===== src/rtl/rr_arbiter_8_if.sv =====
// Request/grant bundle between the requesters and the round-robin arbiter.
// Also carries debug copies of the arbiter's FSM state and rotation pointer.
interface rr_arbiter_8_if;
  // Handshake: i_req[i] is a level-sensitive request. o_grant[i] high means
  // requester i owns the resource. Ownership lasts until the owner pulses
  // i_release, drops i_req[i], or the hold timeout expires. o_timeout_flag
  // marks the cycle after a grant was revoked by timeout.
  logic [7:0] i_req;
  logic       i_release;
  logic [7:0] o_grant;
  logic [2:0] o_grant_idx;
  logic       o_busy;
  logic       o_timeout_flag;
  logic       o_dbg_state;
  logic [2:0] o_dbg_ptr;

  modport master (
    output i_req, i_release,
    input  o_grant, o_grant_idx, o_busy, o_timeout_flag, o_dbg_state, o_dbg_ptr
  );

  modport slave (
    input  i_req, i_release,
    output o_grant, o_grant_idx, o_busy, o_timeout_flag, o_dbg_state, o_dbg_ptr
  );
endinterface


===== src/rtl/rr_arbiter_8.sv =====
// Eight-way round-robin arbiter with hold-until-release grants and an optional
// hold timeout. Grant vector and binary index are both registered.
module rr_arbiter_8 #(
  parameter int TIMEOUT   = 16,
  parameter int PTR_RESET = 0
) (
  input logic           i_clk,
  input logic           i_rst,
  rr_arbiter_8_if.slave bus
);

  typedef enum logic {
    ST_IDLE  = 1'b0,
    ST_GRANT = 1'b1
  } state_t;

  localparam logic [2:0] PTR_INIT = 3'(PTR_RESET);
  localparam bit         TO_EN    = (TIMEOUT != 0);
  localparam logic [7:0] TO_LAST  = (TIMEOUT == 0) ? 8'd0 : 8'(TIMEOUT - 1);

  state_t     r_state;
  logic [2:0] r_ptr;
  logic [7:0] r_hold_cnt;
  logic [7:0] r_grant;
  logic [2:0] r_idx;
  logic       r_busy;
  logic       r_timeout;

  logic       w_found;
  logic [2:0] w_winner;
  logic [2:0] w_cand;
  logic       w_drop;
  logic       w_expire;
  logic       w_end;
  logic       w_to_end;

  // Scan requesters starting at the pointer; the first set bit wins.
  always_comb begin
    w_found  = 1'b0;
    w_winner = 3'd0;
    w_cand   = 3'd0;
    for (int k = 0; k < 8; k++) begin
      w_cand = r_ptr + 3'(k);
      if (!w_found && bus.i_req[w_cand]) begin
        w_found  = 1'b1;
        w_winner = w_cand;
      end
    end
  end

  // Release beats request drop, which beats timeout.
  assign w_drop   = ~bus.i_req[r_idx];
  assign w_expire = TO_EN && (r_hold_cnt == TO_LAST);
  assign w_end    = bus.i_release | w_drop | w_expire;
  assign w_to_end = w_expire & ~bus.i_release & ~w_drop;

  always_ff @(posedge i_clk or posedge i_rst) begin
    if (i_rst) begin
      r_state    <= ST_IDLE;
      r_ptr      <= PTR_INIT;
      r_hold_cnt <= 8'd0;
      r_grant    <= 8'd0;
      r_idx      <= 3'd0;
      r_busy     <= 1'b0;
      r_timeout  <= 1'b0;
    end else begin
      r_timeout <= 1'b0;
      case (r_state)
        ST_IDLE: begin
          if (w_found) begin
            r_grant    <= 8'd1 << w_winner;
            r_idx      <= w_winner;
            r_busy     <= 1'b1;
            r_hold_cnt <= 8'd0;
            r_state    <= ST_GRANT;
          end
        end
        ST_GRANT: begin
          if (w_end) begin
            r_grant   <= 8'd0;
            r_idx     <= 3'd0;
            r_busy    <= 1'b0;
            r_ptr     <= r_idx + 3'd1;
            r_timeout <= w_to_end;
            r_state   <= ST_IDLE;
          end else if (r_hold_cnt != 8'hFF) begin
            r_hold_cnt <= r_hold_cnt + 8'd1;
          end
        end
        default: r_state <= ST_IDLE;
      endcase
    end
  end

  assign bus.o_grant        = r_grant;
  assign bus.o_grant_idx    = r_idx;
  assign bus.o_busy         = r_busy;
  assign bus.o_timeout_flag = r_timeout;
  assign bus.o_dbg_state    = r_state;
  assign bus.o_dbg_ptr      = r_ptr;

endmodule


===== src/flat_wrapper.sv =====
// flat-port wrapper written by rule: the top's interface ports become plain ports
module rr_arbiter_8_flat 
#(
  parameter int TIMEOUT   = 16,
  parameter int PTR_RESET = 0
)
  (i_clk, i_rst, bus_i_req, bus_i_release, bus_o_grant, bus_o_grant_idx, bus_o_busy, bus_o_timeout_flag, bus_o_dbg_state, bus_o_dbg_ptr);
  rr_arbiter_8_if bus_i ();
  input logic i_clk;
  input logic i_rst;
  input wire logic [$bits(bus_i.i_req)-1:0] bus_i_req;
  input wire logic [$bits(bus_i.i_release)-1:0] bus_i_release;
  output wire logic [$bits(bus_i.o_grant)-1:0] bus_o_grant;
  output wire logic [$bits(bus_i.o_grant_idx)-1:0] bus_o_grant_idx;
  output wire logic [$bits(bus_i.o_busy)-1:0] bus_o_busy;
  output wire logic [$bits(bus_i.o_timeout_flag)-1:0] bus_o_timeout_flag;
  output wire logic [$bits(bus_i.o_dbg_state)-1:0] bus_o_dbg_state;
  output wire logic [$bits(bus_i.o_dbg_ptr)-1:0] bus_o_dbg_ptr;
  assign bus_i.i_req = bus_i_req;
  assign bus_i.i_release = bus_i_release;
  assign bus_o_grant = bus_i.o_grant;
  assign bus_o_grant_idx = bus_i.o_grant_idx;
  assign bus_o_busy = bus_i.o_busy;
  assign bus_o_timeout_flag = bus_i.o_timeout_flag;
  assign bus_o_dbg_state = bus_i.o_dbg_state;
  assign bus_o_dbg_ptr = bus_i.o_dbg_ptr;
  rr_arbiter_8 #(.TIMEOUT(TIMEOUT), .PTR_RESET(PTR_RESET)) u_core (.i_clk(i_clk), .i_rst(i_rst), .bus(bus_i));
endmodule

===== config.mk =====
export PLATFORM = sky130hd
export DESIGN_NAME = rr_arbiter_8_flat
export DESIGN_NICKNAME = d
export VERILOG_FILES = /design/src/rtl/rr_arbiter_8_if.sv /design/src/rtl/rr_arbiter_8.sv /design/src/flat_wrapper.sv
export SDC_FILE = /design/constraint.sdc
export NUM_CORES = 1
export LEC_CHECK = 0
export ABC_AREA = 0
export ABC_CLOCK_PERIOD_IN_PS = 3500
export BUFFER_PORTS_ARGS = -buffer_cell sky130_fd_sc_hd__buf_2
export CELL_PAD_IN_SITES_DETAIL_PLACEMENT = 0
export CELL_PAD_IN_SITES_GLOBAL_PLACEMENT = 1
export CORE_MARGIN = 1
export CORE_UTILIZATION = 40
export DETAILED_ROUTE_END_ITERATION = 7
export GPL_ROUTABILITY_DRIVEN = 0
export GPL_TIMING_DRIVEN = 0
export PLACE_DENSITY_LB_ADDON = 0.1
export SLEW_MARGIN = 30
export SYNTH_ARGS = -nofsm -noshare
export SYNTH_HDL_FRONTEND = slang
export SYNTH_SLANG_ARGS = --single-unit

===== constraint.sdc =====
create_clock -name i_clk -period 3.5 [get_ports i_clk]
set_clock_uncertainty 0.2 [all_clocks]
set_input_delay 0.35 -clock i_clk [delete_from_list [all_inputs] [get_ports i_clk]]
set_output_delay 0.35 -clock i_clk [all_outputs]
set_load 0.005 [all_outputs]

==> impl_metrics.ini <==
[synthesis]
synth_edf_count = 0
synth_compound_area_frac = 0.198
syn_area_per_cell_um2 = 10.4
synth_xor_area_frac = 0.0262
synth_nets = 230
ys_seq_area_frac = 0.279
synth_fa_ha_area_frac = 0.0223
synth_area_leader_cell = dfrtp_1
ys.flop_type = dfrtp_1
syn_inst = 215
async_flop_share = 1.00
ys.warnings.count = 0
synthDistinctLibCells = 57
postSynthRegisterBits = 25
syn_area_um2 = 2240
netlist.area_leader.share = 0.279
synthMuxAreaShare = 0.276
synth_top_cells_by_area = dfrtp_1 28%, mux4_2 19%, mux2i_1 5.4%
synthSimpleGateAreaFrac = 0.147
synth_top_family_by_area = multiplexers

[worst_setup_path]
cpMaxStageDelayCell = mux4_2
cpMostUsedCell = buf_6
crit_path_max_incr_delay_ns = 0.59
end_kind = flip-flop
critPathMaxFanout = 10
cp.arrival_ns = 3.34
path_cells = buf_6 > buf_6 > inv_4 > ha_4 > mux4_2 > a22o_1 > or3_1 > o211ai_1 > o22ai_2 > a22o_4 > a32o_1
critPathLaunchType = flip-flop
criticalPathCategory = reg -> reg
cp.required_ns = 3.46

[sta]
worst_slack_ns = 0.125
slew_headroom = 0.604
fmax_ghz = 0.296
hold_slack_ns = 0.0758
final.period_utilization = 0.964
finalSetupViolCount = 0
hold_viol = 0
worst_pin_slew_ns = 0.588
period_minus_slack_ns = 3.37
slew_viol_final = 0

[clock_network]
cts-root-buf = clkbuf_8
clock_path_buffers = 2
clk_latency_ns = 0.27
numCtsBuffers = 3
cts_tree = done
clock-sinks = 25
clkTransAtPathRegs_ns = 0.09
htreeDepth = 1

[route]
drt_wl_total_um = 5550
wire_per_inst_um = 17.5
drcViolationCount = 0
via_count = 1856
first_iter_violations = 138
antenna_left = 0
firstDrtPassIters = 4
viasPerCell = 5.84

[global_routing]
grt_max_degree = 26
grt_pass1_wl_um = 9380
globalRoute.totalOverflow = 0
antenna_found_initial = 0
grt_pass1_vias = 1876
grtUsageTotal = 0.201

[layout]
finalNonFillerCells = 318
fill_cells = 478
nNetsFinal = 264
area_growth_pct = 16.6
antenna_cells = 0
drive_above_1_share = 0.355
register_area_um2 = 627
multi_input_area_um2 = 1570

[die]
rows = 26
fp.dieArea_um2 = 5910
initial_core_util = 0.428
die_w_um = 76.9
num_io_pins = 28
core_um2 = 5240
die_y_um = 76.9

[power_and_ir_drop]
switching_power_mw = 1.34
p_leak_nw = 1.04
peakVddDrop_mv = 0.365
internal_power_mw = 1.43
swShare = 0.484
p_clk_frac = 0.063
pwr-share-comb = 0.771
power_mw = 2.77
pwr-share-seq = 0.166
power_density_nw_per_um2 = 1060

[place]
dp.cells = 312
io_buffers = 27
place_ws_ns = -0.189
dpl.hpwl_um = 4190

[job]
max_cap_viol_count = 0

[min_path]
holdCritPathClass = in -> reg

[status]
status = complete, no violations
## cell usage after synthesis, types with 4 or more instances
master	count
o31ai_1	8
mux4_2	19
o21ai_0	17
nand3_1	7
nor2_1	5
mux2i_1	12
dfrtp_1	25
a32o_1	4
buf_2	4
clkbuf_1	7
inv_1	6
ha_1	4
nand2_1	28
## metrics by stage
step	util	TNS [ns]	area [um2]
floorplan	-	0	2240
global placement	0.471	-1.38	2460
detailed placement	0.471	-1.10	2460
CTS	0.487	0	2550
global route	0.499	-0.00104	2610
finish	0.499	0	2610
## critical path, delay by kind of cell (launching register included)
kind            cells  cell delay (ns)
compound gates      5             1.05
mux                 1             0.59
buf+inv             3             0.40
flops               1             0.39
simple gates        1             0.35
fa+ha+maj           1             0.29
## worst paths after layout
| path | startpoint | to | slack, ns | cells past startpoint |
|---|---|---|---|---|
| max | u_core.bus.o_dbg_ptr[0] | u_core.bus.o_grant[6] | 0.13 | 11 |
| max in group asynchronous | i_rst | u_core.bus.o_dbg_ptr[1] | 2.27 | 3 |
| min reg2reg | u_core.bus.o_grant[7] | u_core.bus.o_grant[7] | 0.29 | 2 |
| min in group asynchronous | i_rst | u_core.r_hold_cnt[1] | 0.45 | 3 |
| min | bus_i_release | u_core.bus.o_timeout_flag | 0.08 | 2 |
| max reg2reg | u_core.bus.o_dbg_ptr[0] | u_core.bus.o_grant[6] | 0.13 | 11 |
## area by class of cell
class / instances / share of cell area
clock inverters: 1 / 0.00287
plain buffers: 15 / 0.0345
flip-flops and latches: 25 / 0.240
repair buffers: 30 / 0.0613
inverters: 7 / 0.0110
well taps: 70 / 0.0335
clock buffers: 3 / 0.0158
multi-input cells: 167 / 0.601
## cells in the final DEF, fill, tap and decap left out, types with 2 or more instances in the layout
cell type  Yosys  layout
dfrtp_1       25      24
mux2_2         3       3
o31ai_1        8       6
clkbuf_8       0       3
and2_1         2       2
nand3_1        7       7
a21oi_1        3       2
o21ai_1        3       3
xnor2_1        2       2
a31oi_1        3       3
mux4_2        19      19
nand2_1       28      28
buf_6          2       3
nor3_1         2       2
nand2b_1       2       2
inv_1          6       5
buf_2          4      30
a22o_1         3       2
buf_4          2       4
ha_1           4       3
o31ai_2        0       2
o21ai_0       17      17
or3_1          2       2
nor2_1         5       5
xor2_2         2       2
and3_1         3       3
nor4_1         2       2
clkbuf_1       7       6
mux2i_4        1       2
a32o_1         4       4
o211ai_1       2       2
mux2i_1       12      11
## state kept, by name, indices dropped and copies added, names as in the netlist
register and flops:
u_core.bus.o_timeout_flag 1, u_core.r_hold_cnt 8, u_core.bus.o_busy 1, u_core.bus.o_dbg_state 1
u_core.bus.o_grant_idx 3, u_core.bus.o_grant 8, u_core.bus.o_dbg_ptr 3
## power by group through the flow
stage	registers, mW	logic [mW]	clock network (mW)
CTS	0.462	2.01	0.180
floorplan	0.456	1.52	0
global placement	0.465	1.96	0
global route	0.475	2.32	0.191
finish	0.460	2.13	0.173
detailed placement	0.465	1.95	0
## logic make-up (layout without fill, tap and decap cells)
family                     Yosys count  in the layout
xor gates and xnor gates             5              5
buffers and inverters               23             56
DFF                                 25             25
AOI/OAI and AO/OA                   59             59
muxes                               36             36
and+or+nand+nor                     63             63
adders and majority gates            4              4
## what timing repair did
action,in CTS,in global routing
endpoints found under the hold margin,25,0
cloned,0,0
gates resized for setup,6,10
setup endpoints to repair,11,16
buffers inserted,0,2
pin swaps,1,3
hold buffers,1,0
## metal layers
layer  track usage  part of all wire
met1         0.257              0.43
met2         0.368              0.53
met3        0.0131             0.031
met4        0.0481            0.0045
met5             0                 0
(Power assumes the default switching activity.)
